`src/rtl/mips_pkg.sv`:
```
`default_nettype none
// ============================================================================
// Module      : mips_pkg
// Description : Shared types and constants for the MIPS fetch stage.
// Revision    : 1.0 - initial release
// ============================================================================
package mips_pkg;

    // Fetch sequencer states
    typedef enum logic [1:0] {
        BOOT  = 2'd0,
        RUN   = 2'd1,
        FLUSH = 2'd2
    } state_t;

    // Byte distance between consecutive instructions
    localparam int PC_STEP   = 4;

    // Flush length applied after a jump redirect
    localparam int JMP_FLUSH = 1;

endpackage : mips_pkg
`default_nettype wire

```
`src/rtl/branch_target_adder.sv`:
```
`default_nettype none
// ============================================================================
// Module      : branch_target_adder
// Description : Combinational branch-target adder (base + byte offset),
//               carry out is discarded so the result wraps modulo 2^PC_W.
// Revision    : 1.0 - initial release
// ============================================================================
module branch_target_adder #(
    parameter int PC_W = 32
) (
    input  logic [PC_W-1:0] i_base,
    input  logic [PC_W-1:0] i_offset,
    output logic [PC_W-1:0] o_sum
);

    // Wrapping add; the offset is already sign-extended to full width
    assign o_sum = i_base + i_offset;

endmodule : branch_target_adder
`default_nettype wire

```
`src/rtl/pc_sequencer.sv`:
```
`default_nettype none
// ============================================================================
// Module      : pc_sequencer
// Description : Fetch-stage PC controller. Selects the next PC from the
//               sequential, branch-target and jump-target sources, issues
//               flushes on redirects and counts redirects (saturating).
// Revision    : 1.0 - initial release
// ============================================================================
module pc_sequencer
    import mips_pkg::*;
#(
    parameter int              PC_W     = 32,
    parameter logic [PC_W-1:0] RESET_PC = '0,
    parameter int              BR_FLUSH = 2,
    parameter int              CNT_W    = 16
) (
    input  logic             clk,
    input  logic             rst_n,
    input  logic             stall_i,
    input  logic             branch_i,
    input  logic             branch_taken_i,
    input  logic [PC_W-1:0]  branch_pc_i,
    input  logic [PC_W-1:0]  branch_imm_i,
    input  logic             jump_i,
    input  logic [PC_W-1:0]  jump_target_i,
    output logic [PC_W-1:0]  pc_o,
    output logic             fetch_valid_o,
    output logic             flush_o,
    output logic             redirect_o,
    output logic [CNT_W-1:0] redirect_cnt_o
);

    // Flush counter load values: the counter holds "cycles left minus one"
    localparam logic [1:0]      c_br_flush_load  = 2'(BR_FLUSH - 1);
    localparam logic [1:0]      c_jmp_flush_load = 2'(JMP_FLUSH - 1);
    localparam logic [PC_W-1:0] c_pc_step        = PC_W'(PC_STEP);

    state_t           r_state;
    state_t           w_state_nxt;
    logic [PC_W-1:0]  r_pc;
    logic [PC_W-1:0]  w_pc_nxt;
    logic [PC_W-1:0]  w_pc_seq;
    logic [PC_W-1:0]  w_branch_target;
    logic [1:0]       r_flush_cnt;
    logic [1:0]       w_flush_cnt_nxt;
    logic             r_redirect;
    logic             w_redirect_nxt;
    logic [CNT_W-1:0] r_redirect_cnt;
    logic [CNT_W-1:0] w_redirect_cnt_nxt;
    logic             w_take_branch;

    branch_target_adder #(
        .PC_W     (PC_W)
    ) u_branch_target_adder (
        .i_base   (branch_pc_i),
        .i_offset (branch_imm_i),
        .o_sum    (w_branch_target)
    );

    assign w_pc_seq      = r_pc + c_pc_step;
    assign w_take_branch = branch_i & branch_taken_i;

    // State, PC and statistics registers with asynchronous reset
    always_ff @(posedge clk or negedge rst_n) begin
        if (!rst_n) begin
            r_state        <= BOOT;
            r_pc           <= RESET_PC;
            r_flush_cnt    <= 2'd0;
            r_redirect     <= 1'b0;
            r_redirect_cnt <= '0;
        end else begin
            r_state        <= w_state_nxt;
            r_pc           <= w_pc_nxt;
            r_flush_cnt    <= w_flush_cnt_nxt;
            r_redirect     <= w_redirect_nxt;
            r_redirect_cnt <= w_redirect_cnt_nxt;
        end
    end

    // Next-state / next-PC selection; in FLUSH all requests are from
    // squashed instructions and are ignored
    always_comb begin
        w_state_nxt        = r_state;
        w_pc_nxt           = r_pc;
        w_flush_cnt_nxt    = r_flush_cnt;
        w_redirect_nxt     = 1'b0;
        w_redirect_cnt_nxt = r_redirect_cnt;

        case (r_state)
            BOOT: begin
                w_state_nxt = RUN;
            end
            RUN: begin
                if (w_take_branch) begin
                    // Branch is older than a concurrent jump, so it wins
                    w_pc_nxt        = w_branch_target;
                    w_state_nxt     = FLUSH;
                    w_flush_cnt_nxt = c_br_flush_load;
                    w_redirect_nxt  = 1'b1;
                end else if (jump_i) begin
                    w_pc_nxt        = jump_target_i;
                    w_state_nxt     = FLUSH;
                    w_flush_cnt_nxt = c_jmp_flush_load;
                    w_redirect_nxt  = 1'b1;
                end else if (!stall_i) begin
                    w_pc_nxt = w_pc_seq;
                end
            end
            FLUSH: begin
                w_pc_nxt = w_pc_seq;
                if (r_flush_cnt == 2'd0) begin
                    w_state_nxt = RUN;
                end else begin
                    w_flush_cnt_nxt = r_flush_cnt - 2'd1;
                end
            end
            default: begin
                w_state_nxt = BOOT;
            end
        endcase

        if (w_redirect_nxt && (r_redirect_cnt != {CNT_W{1'b1}})) begin
            w_redirect_cnt_nxt = r_redirect_cnt + 1'b1;
        end
    end

    assign pc_o           = r_pc;
    assign fetch_valid_o  = (r_state != BOOT);
    assign flush_o        = (r_state == FLUSH);
    assign redirect_o     = r_redirect;
    assign redirect_cnt_o = r_redirect_cnt;

endmodule : pc_sequencer
`default_nettype wire

```
`config.mk`:
```
export PLATFORM = sky130hd
export DESIGN_NAME = pc_sequencer
export DESIGN_NICKNAME = d
export VERILOG_FILES = /design/src/rtl/mips_pkg.sv /design/src/rtl/branch_target_adder.sv /design/src/rtl/pc_sequencer.sv
export SDC_FILE = /design/constraint.sdc
export NUM_CORES = 1
export LEC_CHECK = 0
export CAP_MARGIN = 0
export CORE_UTILIZATION = 40
export DETAILED_ROUTE_END_ITERATION = 8
export PLACE_DENSITY_LB_ADDON = 0.08
export SLEW_MARGIN = 40
export SYNTH_ARGS = -nofsm -noshare
export SYNTH_HDL_FRONTEND = slang
export SYNTH_SLANG_ARGS = --single-unit
export TNS_END_PERCENT = 5
```
`constraint.sdc`:
```
create_clock -name clk -period 2.61 [get_ports clk]
set_clock_uncertainty 0.1 [all_clocks]
set_input_delay 0.261 -clock clk [delete_from_list [all_inputs] [get_ports clk]]
set_output_delay 0.261 -clock clk [all_outputs]
set_load 0.005 [all_outputs]
```
# --- Yosys cells after proc, flatten, opt, wreduce, memory -nomap -nowiden ---
# Cells that the tools add are included.
word_totals:
  word_cells: 40
  output_inout_bits: 51
  in_bits: 102
  ff_bits: 53
classes:
  eq_ne: 7
  addsub: 4
  muxes: 15
  n_reduce_logical: 8
  bitwise: 1
op_table:
  columns: ["cell", "count"]
  rows:
  - ["$mux 32", 3]
  - ["$pmux 32 s2", 1]
  - ["$add 32x3->32 const B", 1]
  - ["$add 32x32->32", 1]
  - ["$add 16x1->16 const B", 1]
  - ["$ne 16x16->1 const B", 1]
  - ["$mux 2", 6]
  - ["$pmux 2 s3", 1]
  - ["$logic_not 2->1", 2]
  - ["$ne 4x4->1 const B", 1]
  - ["$pmux 2 s2", 1]
  - ["$reduce_and 2->1", 2]
  - ["$reduce_bool 2->1", 2]
  - ["$mux 1", 3]
  - ["$ne 3x3->1 const B", 1]
  - ["$reduce_and 3->1", 1]
  - ["$eq 2x1->1 const B", 1]
  - ["$eq 2x2->1 const B", 1]
  - ["$ne 2x1->1 const B", 1]
  - ["$ne 2x2->1 const B", 1]
  - ["$sub 2x1->2 const B", 1]
  - ["$and 1x1->1", 1]
  - ["$logic_and 1x1->1", 1]

# --- Depth between registers and ports, before layout ---
logic_depth:
  depth_word: 5
  ltp_mapped: 12

# --- Hierarchy ---
# Synthesis repeated with hierarchy kept, for this count alone.
unflattened:
  hier_cells: 677
  hier_area_um2: 5456.5
by_module_without_submodules:
  columns: ["mod", "cells_each", "instances", "area_per_inst_um2"]
  rows:
  - ["pc_sequencer", 402, 1, 3410.8]
  - ["branch_target_adder", 275, 1, 2045.7]

# --- Worst setup path before layout ---
# Ideal clock, no wire load.
synth_timing:
  path_kind: "input -> register"
  from: "input branch_pc_i[3]"
  to: "register r_pc[17] (netlist: pc_o[17])"
  setup_time_ns: 0.126
  path_slack_ns: 0.166
  cell_stages: 9
  arrival_time_ns: 2.218
  required_time_ns: 2.384
  cell_sequence: "ha_1 -> a21o_1 -> a21oi_2 -> a21oi_2 -> o31a_1 -> o41a_1 -> xnor2_1 -> o21ai_1 -> a221o_1"
synth_between:
  elab_chain_cells: 3
synth_rtl:
  columns: ["element", "line", "source"]
  rows:
  - ["from (decl)", "pc_sequencer.sv:22", "input logic [PC_W-1:0] branch_pc_i,"]
  - ["$add 32x32->32", "branch_target_adder.sv:17", "assign o_sum = i_base + i_offset;"]
  - ["$mux 32", "pc_sequencer.sv:94", "if (w_take_branch) begin"]
  - ["$pmux 32 s2", "pc_sequencer.sv:89", "case (r_state)"]
  - ["to (signal assigned)", "pc_sequencer.sv:73", "r_pc <= w_pc_nxt;"]
  - ["to (decl)", "pc_sequencer.sv:40", "logic [PC_W-1:0] r_pc;"]
# Every way passes these cells.
# A chain may end at the register's enable or synchronous reset.

# --- Worst setup path after layout ---
layout_timing:
  from: "input branch_imm_i[10]"
  to: "register r_pc[29] (netlist: pc_o[29])"
layout_between:
  elab_chain_cells: 3
layout_rtl:
  columns: ["element", "line", "source"]
  rows:
  - ["from (decl)", "pc_sequencer.sv:23", "input logic [PC_W-1:0] branch_imm_i,"]
  - ["$add 32x32->32", "branch_target_adder.sv:17", null]
  - ["$mux 32", "pc_sequencer.sv:94", null]
  - ["$pmux 32 s2", "pc_sequencer.sv:89", null]
# Every way passes these cells.

==> metrics <==
total grt overflow=0; vias in the first global route=5785; Critical Path End Type=register; post-detailed-route count of antenna-violating nets=0; cells on worst reg2reg path=9; Mean Syn Cell Area=7.63 um^2; number of synthesized flops with an enable pin=0; # DRC=0; Die Span X=116 um; Setup WS post-layout=-45.0 ps; Setup Viol. Count Final=1; gpl congestion=0.923; Syn Inst Count=677; Max IR drop VDD=0.000300 V; most common cell after layout, fill and taps aside=clkdlybuf4s50_1; Via Count=6065; core area=12600 um^2; largest net degree at the start of global routing=32; run status=finished with violations; Ys Warns=0; crit-path cells=clkdlybuf4s50_1 -> ha_4 -> buf_6 -> nand2_2 -> nor3_2 -> o211a_1 -> o31a_1 -> nor4_4 -> buf_4 -> nor2_1 -> a21oi_1 -> xor2_1 -> o21ai_1; Hold Fails Final Rpt=0; 1st-pass router iterations=5; Mapped Nets=817; H-tree levels=2; most frequent cells in the layout=140 x clkdlybuf4s50_1, 125 x buf_4, 65 x nor2_1; antenna violations before repair=0; Nets=1076; Synth Area in Simple Gates=0.229; Compound-Gate Fraction of Synth Area=0.272; main flop type after synthesis=dfrtp_1; WP data arrival=2740 ps; I/O Buffers=152; metal3 WL=963 um; Highest Signal Layer=met4; r2r startpoint=pc_o[3]$_DFFE_PN0P_; Worst setup SP type=input port; final WL=18000 um; Rows=41; metal2 WL=8330 um; worst reg2reg setup slack=140 ps; max incr delay on CP=510 ps; pwr dens=767 nW/um^2; GRT Total Usage=0.274; Yosys reg bits=53; first-pass GRT wire length=28400 um; Fmax=377 MHz; Period minus WS final=2660 ps; post-synthesis adder-cell area fraction=0.0936; CTS buffer count=5; async set-reset flop share out of synthesis=1.00; WP data required=2700 ps; initial cell density of the core=0.409; Clock Sink Count=53; Die Ht=116 um; RSZ-0062 raised after global routing=yes; worst hold slack=228 ps; Antenna Diode Count=0; synth unique cells=65; Cell Area, Synth=5160 um^2; CTS clk-pin slew, worst paths=80 ps; largest family of logic cells by synthesized area=compound AO/OA/AOI/OAI gates; Worst-Margin Slew=464 ps; CP max FO=4; met1 wire length=8290 um; Final period util=1.02; setup TNS=-45.0 ps; Final Slew Violations=0; Max Root-Sink Buffers=2; Die Area=13400 um^2; worst skew pair latency=300 ps; Synth Area in XOR/XNOR=0.0814; Avg WL per Cell=16.2 um; area growth from synthesis to layout=57.0%; maxcap violations=0; Top Ports=153; DP HPWL=14300 um; multiplexer area fraction after synthesis=0.0182; worst hold path type=input port to async pin; r2r endpoint=pc_o[30]$_DFFE_PN0P_; crit path kind=input port to register; CTS tree=yes; Worst path slowest cell=clkdlybuf4s50_1; violated checks=negative setup slack; max_slew headroom=0.689; LEAKAGE=3.46 nW; share of layout cells above drive strength 1=0.203; DR vias/cell=5.47; Starting DRT DRC Count=437; CTS root buf=clkbuf_16; Seq/Total Area, Yosys=0.257
[final cells by class]
type                       count  area [um^2]
fill                        1154         4510
timing repair buffer         280         2500
clock inverter                 3         28.8
multi-input combinational    568         3810
sequential                    53         1330
clock buffer                   5          125
inverter                      28          105
tap                          172          215
[power by group]
part	switching [W]	internal (W)	leakage, nW
sequential	0.000385	0.00116	0.655
combinational	0.00197	0.00198	2.72
clock	0.000348	0.000369	0.0763
[how the worst max path moves through the flow]
stage / from / endpoint / slack, ps / cells past startpoint
floorplan: branch_pc_i[3] / pc_o[17]$_DFFE_PN0P_ / 170 / 9
global placement: branch_pc_i[1] / pc_o[29]$_DFFE_PN0P_ / -690 / 12
detailed placement: branch_pc_i[1] / pc_o[29]$_DFFE_PN0P_ / -710 / 12
CTS: branch_pc_i[10] / pc_o[31]$_DFFE_PN0P_ / -40 / 12
global route: branch_imm_i[10] / pc_o[29]$_DFFE_PN0P_ / -110 / 13
finish: branch_imm_i[10] / pc_o[29]$_DFFE_PN0P_ / -50 / 13
[cells in the mapped netlist, drive strengths merged (8+ instances only)]
master  instances  area share
nand3          29       0.028
ha             37       0.090
nand2          65       0.047
nand4          14       0.017
inv            28       0.020
a21oi          63       0.064
and3            8      0.0097
xnor2          31       0.053
nand2b          8      0.0097
xor2           17       0.029
nor2           69       0.052
a21o            9       0.013
o21ai          68       0.066
clkbuf         20       0.016
buf             8       0.013
nor3           31       0.032
dfrtp          53        0.26
a31oi          20       0.024
[registers in the layout, summed over array words and instances, names as in the netlist]
signal	flops
pc_o	32
redirect_cnt_o	16
r_flush_cnt	2
r_state	2
redirect_o	1
[through the flow]
stage	instances	area, um^2	utilization	setup WS (ps)	total power, W
floorplan	677	5160	-	166	0.00349
global placement	1094	7660	0.607	-688	0.00533
detailed placement	1094	7660	0.607	-713	0.00539
CTS	1105	7930	0.628	-37.1	0.00615
global route	1109	8110	0.642	-113	0.00669
finish	1109	8110	0.642	-45.0	0.00622
[worst max-delay path, delay by kind of cell]
family	cells	cell delay (ps)
AO/OA/AOI/OAI	4	640
XOR/XNOR	1	290
adder cells (fa/ha/maj)	1	220
buffers and inverters	3	800
AND/OR/NAND/NOR	4	520
[timing repair]
action / in CTS / in global routing
endpoints found under the hold margin: 8 / 0
setup endpoints to repair: 14 / 20
buffers inserted: 2 / 4
cloned: 0 / 0
resized for setup: 29 / 36
hold buffers: 1 / 0
pin swaps: 20 / 25
[per-layer routing]
metal  global-route usage  up-vias
met5                    0        -
li1                     -     3013
met2                0.458      212
met3               0.0298       25
met4               0.0892        0
met1                0.369     2815
[cell families after synthesis]
logic type               count (synthesis)
AND/OR/NAND/NOR                        248
buffers and inverters                   56
AO/OA/AOI/OAI                          225
adder cells (fa/ha/maj)                 38
XOR/XNOR                                48
flip-flops                              53
multiplexers                             9
(Power assumes the default switching activity.)
